## src/rtl/bonus_sched_pkg.sv

```systemverilog
// Shared definitions for the bonus scheduler: random bus width,
// parameter defaults and FSM state encodings.
`ifndef RAND_WIDTH
`define RAND_WIDTH 16
`endif

package bonus_sched_pkg;

    localparam int DEF_COOL_BASE      = 600;
    localparam int DEF_COOL_RAND_BITS = 8;
    localparam int DEF_DOUBLE_FRAMES  = 900;
    localparam int DEF_BOMB_MAX       = 3;

    typedef enum logic [1:0] {
        ST_IDLE  = 2'd0,
        ST_COOL  = 2'd1,
        ST_SPAWN = 2'd2,
        ST_LIVE  = 2'd3
    } state_t;

endpackage

```

## src/rtl/bonus_sched_vsync_tick.sv

```systemverilog
// Brings v_sync into the clk_run domain and emits a one-cycle
// frame tick on each synchronised rising edge.
module vsync_tick (
    input  logic clk_run,
    input  logic rst,
    input  logic v_sync_i,
    output logic tick_o
);

    logic [1:0] r_sync;
    logic       r_prev;

    always_ff @(posedge clk_run or posedge rst) begin
        if (rst) begin
            r_sync <= 2'b00;
            r_prev <= 1'b0;
        end else begin
            r_sync <= {r_sync[0], v_sync_i};
            r_prev <= r_sync[1];
        end
    end

    assign tick_o = r_sync[1] & ~r_prev;

endmodule

```

## src/rtl/bonus_sched.sv

```systemverilog
// Bonus item scheduler: frame-based spawn cooldown, double-shoot
// timer and bomb stock with key-edge firing.
module bonus_sched
    import bonus_sched_pkg::*;
#(
    parameter int COOL_BASE      = DEF_COOL_BASE,
    parameter int COOL_RAND_BITS = DEF_COOL_RAND_BITS,
    parameter int DOUBLE_FRAMES  = DEF_DOUBLE_FRAMES,
    parameter int BOMB_MAX       = DEF_BOMB_MAX
) (
    input  logic                   clk_run,
    input  logic                   rst,
    input  logic                   en_i,
    input  logic [`RAND_WIDTH-1:0] rand_i,
    input  logic                   v_sync_i,
    input  logic                   bonus_alive_i,
    input  logic                   pick_bomb_i,
    input  logic                   pick_double_i,
    input  logic                   bomb_key_i,
    output logic                   spawn_o,
    output logic                   spawn_type_o,
    output logic                   double_shoot_o,
    output logic [1:0]             bomb_cnt_o,
    output logic                   bomb_fire_o
);

    localparam int COOL_W = $clog2(COOL_BASE + (1 << COOL_RAND_BITS) + 1);

    state_t              r_state, w_state_nx;
    logic [COOL_W-1:0]   r_cool, w_cool_nx, w_cool_load;
    logic                r_type, w_type_nx;
    logic [9:0]          r_dbl;
    logic [1:0]          r_bomb, w_bomb_nx;
    logic [2:0]          w_bomb_sum;
    logic                r_key_d, r_fire;
    logic                w_tick, w_active, w_pick_b, w_use;

    vsync_tick u_tick (
        .clk_run (clk_run),
        .rst     (rst),
        .v_sync_i(v_sync_i),
        .tick_o  (w_tick)
    );

    assign w_cool_load = COOL_W'(COOL_BASE)
                       + COOL_W'(rand_i[COOL_RAND_BITS-1:0]);

    always_comb begin
        w_state_nx = r_state;
        w_cool_nx  = r_cool;
        w_type_nx  = r_type;
        if (!en_i) begin
            w_state_nx = ST_IDLE;
            w_cool_nx  = '0;
            w_type_nx  = 1'b0;
        end else begin
            unique case (r_state)
                ST_IDLE: begin
                    w_state_nx = ST_COOL;
                    w_cool_nx  = w_cool_load;
                end
                ST_COOL: begin
                    if (w_tick) begin
                        if (r_cool != '0) begin
                            w_cool_nx = r_cool - COOL_W'(1);
                        end else begin
                            w_state_nx = ST_SPAWN;
                            w_type_nx  = rand_i[0];
                        end
                    end
                end
                ST_SPAWN: w_state_nx = ST_LIVE;
                ST_LIVE: begin
                    if (w_tick && !bonus_alive_i) begin
                        w_state_nx = ST_COOL;
                        w_cool_nx  = w_cool_load;
                    end
                end
                default: w_state_nx = ST_IDLE;
            endcase
        end
    end

    always_ff @(posedge clk_run or posedge rst) begin
        if (rst) begin
            r_state <= ST_IDLE;
            r_cool  <= '0;
            r_type  <= 1'b0;
        end else begin
            r_state <= w_state_nx;
            r_cool  <= w_cool_nx;
            r_type  <= w_type_nx;
        end
    end

    // Pickups and key presses only count while the game is scheduling
    assign w_active   = (r_state != ST_IDLE);
    assign w_pick_b   = pick_bomb_i & w_active;
    assign w_use      = bomb_key_i & ~r_key_d & w_active
                      & ((r_bomb != 2'd0) | w_pick_b);
    assign w_bomb_sum = {1'b0, r_bomb} + {2'b00, w_pick_b} - {2'b00, w_use};
    assign w_bomb_nx  = (w_bomb_sum > 3'(BOMB_MAX)) ? 2'(BOMB_MAX)
                                                    : w_bomb_sum[1:0];

    always_ff @(posedge clk_run or posedge rst) begin
        if (rst) begin
            r_dbl   <= '0;
            r_bomb  <= '0;
            r_key_d <= 1'b0;
            r_fire  <= 1'b0;
        end else begin
            r_key_d <= bomb_key_i;
            if (!en_i) begin
                r_dbl  <= '0;
                r_bomb <= '0;
                r_fire <= 1'b0;
            end else begin
                r_bomb <= w_bomb_nx;
                r_fire <= w_use;
                if (pick_double_i && w_active) begin
                    r_dbl <= 10'(DOUBLE_FRAMES);
                end else if (w_tick && r_dbl != '0) begin
                    r_dbl <= r_dbl - 10'd1;
                end
            end
        end
    end

    assign spawn_o        = (r_state == ST_SPAWN);
    assign spawn_type_o   = r_type;
    assign double_shoot_o = (r_dbl != '0);
    assign bomb_cnt_o     = r_bomb;
    assign bomb_fire_o    = r_fire;

endmodule

```

## config.mk

```make
export PLATFORM = sky130hd
export DESIGN_NAME = bonus_sched
export DESIGN_NICKNAME = d
export VERILOG_FILES = /design/src/rtl/bonus_sched_pkg.sv /design/src/rtl/bonus_sched_vsync_tick.sv /design/src/rtl/bonus_sched.sv
export SDC_FILE = /design/constraint.sdc
export NUM_CORES = 1
export LEC_CHECK = 0
export CORE_MARGIN = 4
export CORE_UTILIZATION = 53
export CTS_CLUSTER_DIAMETER = 120
export DETAILED_ROUTE_END_ITERATION = 8
export HOLD_SLACK_MARGIN = 0.05
export PLACE_DENSITY = 0.79
export SYNTH_ARGS = -nofsm -noshare
export SYNTH_HDL_FRONTEND = slang
export SYNTH_SLANG_ARGS = --single-unit
```

## constraint.sdc

```tcl
create_clock -name clk_run -period 2.85 [get_ports clk_run]
set_clock_uncertainty 0.05 [all_clocks]
set_input_delay 0.285 -clock clk_run [delete_from_list [all_inputs] [get_ports clk_run]]
set_output_delay 0.285 -clock clk_run [all_outputs]
set_load 0.005 [all_outputs]
```

; Word-level counts from Yosys, hierarchy flattened
; Index checks and enable logic that the tools add are counted.
[classes]
addsub = 5
n_lt_le_gt_ge = 1
eq_ne = 12
n_mux = 20
bitwise = 8
n_reduce_logical = 12
[ops]
columns = operator, n
row1 = $mux 10, 7
row2 = $pmux 10 s3, 1
row3 = $reduce_bool 10->1, 2
row4 = $sub 10x1->10 const B, 2
row5 = $mux 2, 6
row6 = $ne 3x3->1 const B, 4
row7 = $add 10x8->10 const A, 1
row8 = $pmux 2 s4, 1
row9 = $reduce_and 3->1, 2
row10 = $and 1x1->1, 5
row11 = $mux 1, 5
row12 = $eq 2x2->1 const B, 2
row13 = $ne 2x1->1 const B, 2
row14 = $ne 4x1->1 const B, 1
row15 = $reduce_and 4->1, 1
row16 = $reduce_bool 2->1, 2
row17 = $add 2x1->3, 1
row18 = $gt 3x2->1 const B, 1
row19 = $logic_and 1x1->1, 3
row20 = $ne 3x1->1 const B, 1
row21 = $sub 3x1->3, 1
row22 = $eq 2x1->1 const B, 1
row23 = $logic_not 2->1, 1
row24 = $ne 2x2->1 const B, 1
row25 = other kinds (3), 4
[word_totals]
register_bits = 30
in_bits = 24

; Depth between registers and ports, before layout
[logic_depth]
word_depth = 8
depth_mapped = 10
ltp_nobuf = 10

; Modules after synthesis
; From an unflattened synthesis, not the netlist that was laid out.
[unflattened]
cells_unflattened = 206
area_unflattened_um2 = 1878.1
[by_module_without_submodules]
columns = module, n_inst, cells_per_inst, area_per_inst_um2
row1 = bonus_sched, 1, 201, 1785.5
row2 = vsync_tick, 1, 5, 92.6

; Worst setup path before layout
; No wires, ideal clock.
[synth_timing]
kind = register to register
start = register r_state[0]
end = register r_bomb[1], in the netlist bomb_cnt_o[1]
setup_time_ns = 0.132
arrival_ns = 1.978
required_time_ns = 2.668
setup_slack_ns = 0.690
path_stages_with_launch = 10
period_less_slack_ns = 2.160
cell_sequence = dfrtp_1 > inv_1 > ha_1 > nor4b_1 > ha_1 > inv_1 > ha_1 > fa_1 > nor2_1 > nor2_1
[synth_between]
elab_chain_cells = 8
word_cells_on_any_way = 10
cone_classes = 2 x add/sub / 1 x order compare / 2 x mux / 4 x bitwise / 1 x reduce/logical
[synth_rtl]
columns = item, line_no
row1 = "start, declared", bonus_sched.sv:29  ; state_t r_state, w_state_nx;
row2 = "start signal, assigned", bonus_sched.sv:90  ; r_state <= w_state_nx;
row3 = $reduce_bool 2->1 *, bonus_sched.sv:97  ; assign w_active = (r_state != ST_IDLE);
row4 = branches (longest 3 deep; another with $add 2x1->3), n/a
row5 = $sub 3x1->3 *, bonus_sched.sv:101  ; assign w_bomb_sum = {1'b0, r_bomb} + {2'b00, w_pick_b} - {2'b00, w_use};
row6 = $gt 3x2->1, bonus_sched.sv:102  ; assign w_bomb_nx = (w_bomb_sum > 3'(BOMB_MAX)) ? 2'(BOMB_MAX)
row7 = $mux 2 *, bonus_sched.sv:102
row8 = $mux 2 *, bonus_sched.sv:113  ; if (!en_i) begin
row9 = "end signal, assigned", bonus_sched.sv:118  ; r_bomb <= w_bomb_nx;
row10 = "end, declared", bonus_sched.sv:33  ; logic [1:0] r_bomb, w_bomb_nx;
; Mark *: on every way between the ends.
; A chain may end at the register's enable or synchronous reset.

; Worst setup path after layout
[layout_timing]
start = register r_state[0]
end = register r_bomb[0], in the netlist bomb_cnt_o[0]
; The elaborated chain is that of the path after synthesis.

==> results_dict.tcl <==
set metrics [dict create \
    status "completed" \
    vdd_drop_max_mv 0.533 \
    synth_most_common_cell "dfrtp_1" \
    synth-compound-area-share_pct 16.6 \
    crit_top_cell "ha_1" \
    dieArea_mm2 0.00447 \
    period_share_pct 82.2 \
    synthesis.area_mm2 0.00184 \
    grt_pass1_vias 1461 \
    syn_to_final_growth_pct 19.4 \
    dr.pass1.iters 4 \
    max-clock-path-buffers 2 \
    slew-limit-headroom_pct 52.3 \
    p_sw_w 0.000928 \
    coreArea_mm2 0.00334 \
    clk_pin_slew_worst_paths_ns 0.11 \
    htreeDepth 2 \
    cts_root_buf "clkbuf_4" \
    gr-total-overflow 0 \
    row_count 21 \
    ys_seq_area_share_pct 40.8 \
    postCtsSetupBuffers 0 \
    preCtsSetupSlack_ns 0.402 \
    clock_latency_ns 0.34 \
    synth_commonest_cells "30 x dfrtp_1, 21 x nor2_1, 19 x inv_1" \
    slowest_delay_ns 0.40 \
    worstSetupPathDepth 10 \
    num_antenna_cells 0 \
    synth-edff-count 0 \
    setup_viol 0 \
    synth_top_area_cell "dfrtp_1" \
    critPathKind "flip-flop to flip-flop" \
    die_y_um 66.9 \
    start_util_pct 55.1 \
    ant_nets 0 \
    startpoint_type "flip-flop" \
    path_delay_family "adder cells" \
    tightest_slew_ns 0.712 \
    fin_tns_setup_ns 0 \
    synth_nets 246 \
    power.density_mw_per_mm2 994 \
    finalWorstSetupSlack_ns 0.509 \
    max_freq_mhz 427 \
    crit_fanout 4 \
    synth_top_family_by_area "simple AND/OR/NAND/NOR gates" \
    drc 0 \
    cp-end-kind "flip-flop" \
    period_needed_ns 2.34 \
    crit_slowest_cell "dfrtp_1" \
    synthAdderAreaFrac_pct 8.58 \
    p_sw_share_pct 42.5 \
    gp_congestion 0.786 \
    clock-sinks 30 \
    die_w_um 66.9 \
    combPwrFrac_pct 52.2 \
    internal-power_w 0.00125 \
    ys_ff_latch 30 \
    syn_inst 210 \
    maxCapViolCount 0 \
    async_flop_share_pct 100 \
    drive_gt1_share_pct 6.75 \
    routed_wirelength_mm 3.82 \
    worst_ep_required_time_ns 3.06 \
    synth.avg_cell_area_um2 8.75 \
    synth.distinct_cells 42 \
    leakage_nw 0.973 \
    synth_mux_area_share_pct 2.18 \
    post_drt_wl_per_cell_um 13.5 \
    hold_path_class "input pin to asynchronous set/reset pin" \
    vias_per_cell 5.58 \
    maxSlewViolCount 0 \
    synth-xor-area-share_pct 4.29 \
    seq_power_share_pct 31.4 \
    grt_pass1_wl_mm 6.51 \
    ys.flop_type "dfrtp_1" \
    hpwl_mm 2.74 \
    power_frac_clock_pct 16.4 \
    drt_iter0_drc 94 \
    numCtsBuffers 5 \
    layout.nets 273 \
    antenna_found_initial 0 \
    crit_buf_inv 2 \
    route.vias.total 1579 \
    synth.top_cells.by_area "dfrtp_1 41%, ha_1 7.5%, nor2_1 4.3%" \
    crit_chain "inv_1 > ha_1 > nor4b_1 > ha_1 > inv_1 > ha_1 > fa_1 > xnor2_1 > nor2_1 > nor2_1" \
    yosys.area_share.simple_pct 22.0 \
    r2r_cells 10 \
    port_buffers 21 \
    synth_top_area_share_pct 40.8 \
    grtUsageTotal_pct 19.5 \
    io_pins 30 \
    crit_arrival_ns 2.55 \
    yosysWarningCount 0 \
    cts_tree "built" \
    cts_hold_buf 0 \
    rsz0062_at_grt "false" \
    cts.repair.resized 0 \
    hold_viol 0 \
    grt_max_degree 31 \
]
## path summary, 6_finish.rpt
kind	start	end	slack, ns
worst max-delay path	r_state[0]	bomb_cnt_o[0]	0.51
worst min-delay path	rst	r_dbl[3]	0.26
worst max register to register	r_state[0]	bomb_cnt_o[0]	0.51
worst min register to register	u_tick.r_sync[0]	u_tick.r_sync[1]	0.31
max in group asynchronous	rst	r_key_d	2.20
min in group clk_run	u_tick.r_sync[0]	u_tick.r_sync[1]	0.31
## logic make-up (layout without fill, tap and decap cells)
group                    after synthesis  after routing
AND/OR/NAND/NOR                       80             80
AO/OA/AOI/OAI                         50             50
flip-flops                            30             30
buffers and inverters                 25             52
adder cells (fa/ha/maj)               12             12
XOR/XNOR                               9              9
multiplexers                           4              4
## per-layer routing
metal / vias to the layer above / global-route usage, % / wire length, um
met5: - / 0 / 0
met4: 0 / 8.35 / 59
met3: 4 / 5.23 / 225
met2: 45 / 31.2 / 1720
met1: 741 / 24.5 / 1810
li1: 789 / - / -
## per-stage QoR
step	util, %	total power, W	hold slack (ns)	cell area (um^2)	std cells
2_1_floorplan	-	0.00151	0.266	1840	210
3_3_place_gp	63.3	0.00179	0.283	2110	276
3_5_place_dp	63.3	0.00182	0.287	2110	276
4_1_cts	65.8	0.00218	0.272	2190	283
5_1_grt	65.8	0.00238	0.294	2190	283
6_report	65.8	0.00218	0.260	2190	283
## final cells by class
type	count	area, um^2
fill	314	1140
multi-input combinational	155	986
sequential	30	751
timing repair buffer	26	248
inverter	19	71.3
tap	46	57.6
clock buffer	6	51.3
clock inverter	1	30.0
## power by group through the flow
| stage | Combinational (W) | Sequential [W] | Clock, W |
|---|---|---|---|
| 5_1_grt | 0.00129 | 0.000707 | 0.000384 |
| 4_1_cts | 0.00113 | 0.000683 | 0.000360 |
| 2_1_floorplan | 0.000856 | 0.000656 | 0 |
| 3_5_place_dp | 0.00113 | 0.000689 | 0 |
| 3_3_place_gp | 0.00110 | 0.000686 | 0 |
| 6_report | 0.00114 | 0.000685 | 0.000358 |
## sequential cells by signal, summed over array words and instances, names as in the netlist
register and flops:
bomb_cnt_o 2, bomb_fire_o 1, r_cool 10, r_dbl 10, r_key_d 1, r_state 2, spawn_type_o 1, u_tick.r_prev 1
u_tick.r_sync 2
## placed cells by master, fill, tap and decap left out, drive strengths merged, types with 2 or more instances in the layout
cell type / count
nor2b: 2
a21oi: 15
o31ai: 2
mux2i: 4
nand2: 16
nor2: 21
nand4: 3
inv: 19
ha: 11
o21ai: 12
or4: 2
nand3b: 2
nor3: 7
clkbuf: 6
nor4b: 2
nand2b: 4
xor2: 4
o21a: 2
nand3: 9
clkdlybuf4s50: 21
dfrtp: 30
a31oi: 7
o22ai: 3
nor4: 3
xnor2: 5
or2: 2
or3: 3
buf: 5
a211oi: 3
## worst register-to-register path: stages, from the launching register on
cell     delay, ns
dfrtp_1       0.40
inv_1         0.08
ha_1          0.23
nor4b_1       0.38
ha_1          0.17
inv_1         0.04
ha_1          0.18
fa_1          0.38
xnor2_1       0.23
nor2_1        0.06
nor2_1        0.08
(Power assumes the default switching activity.)
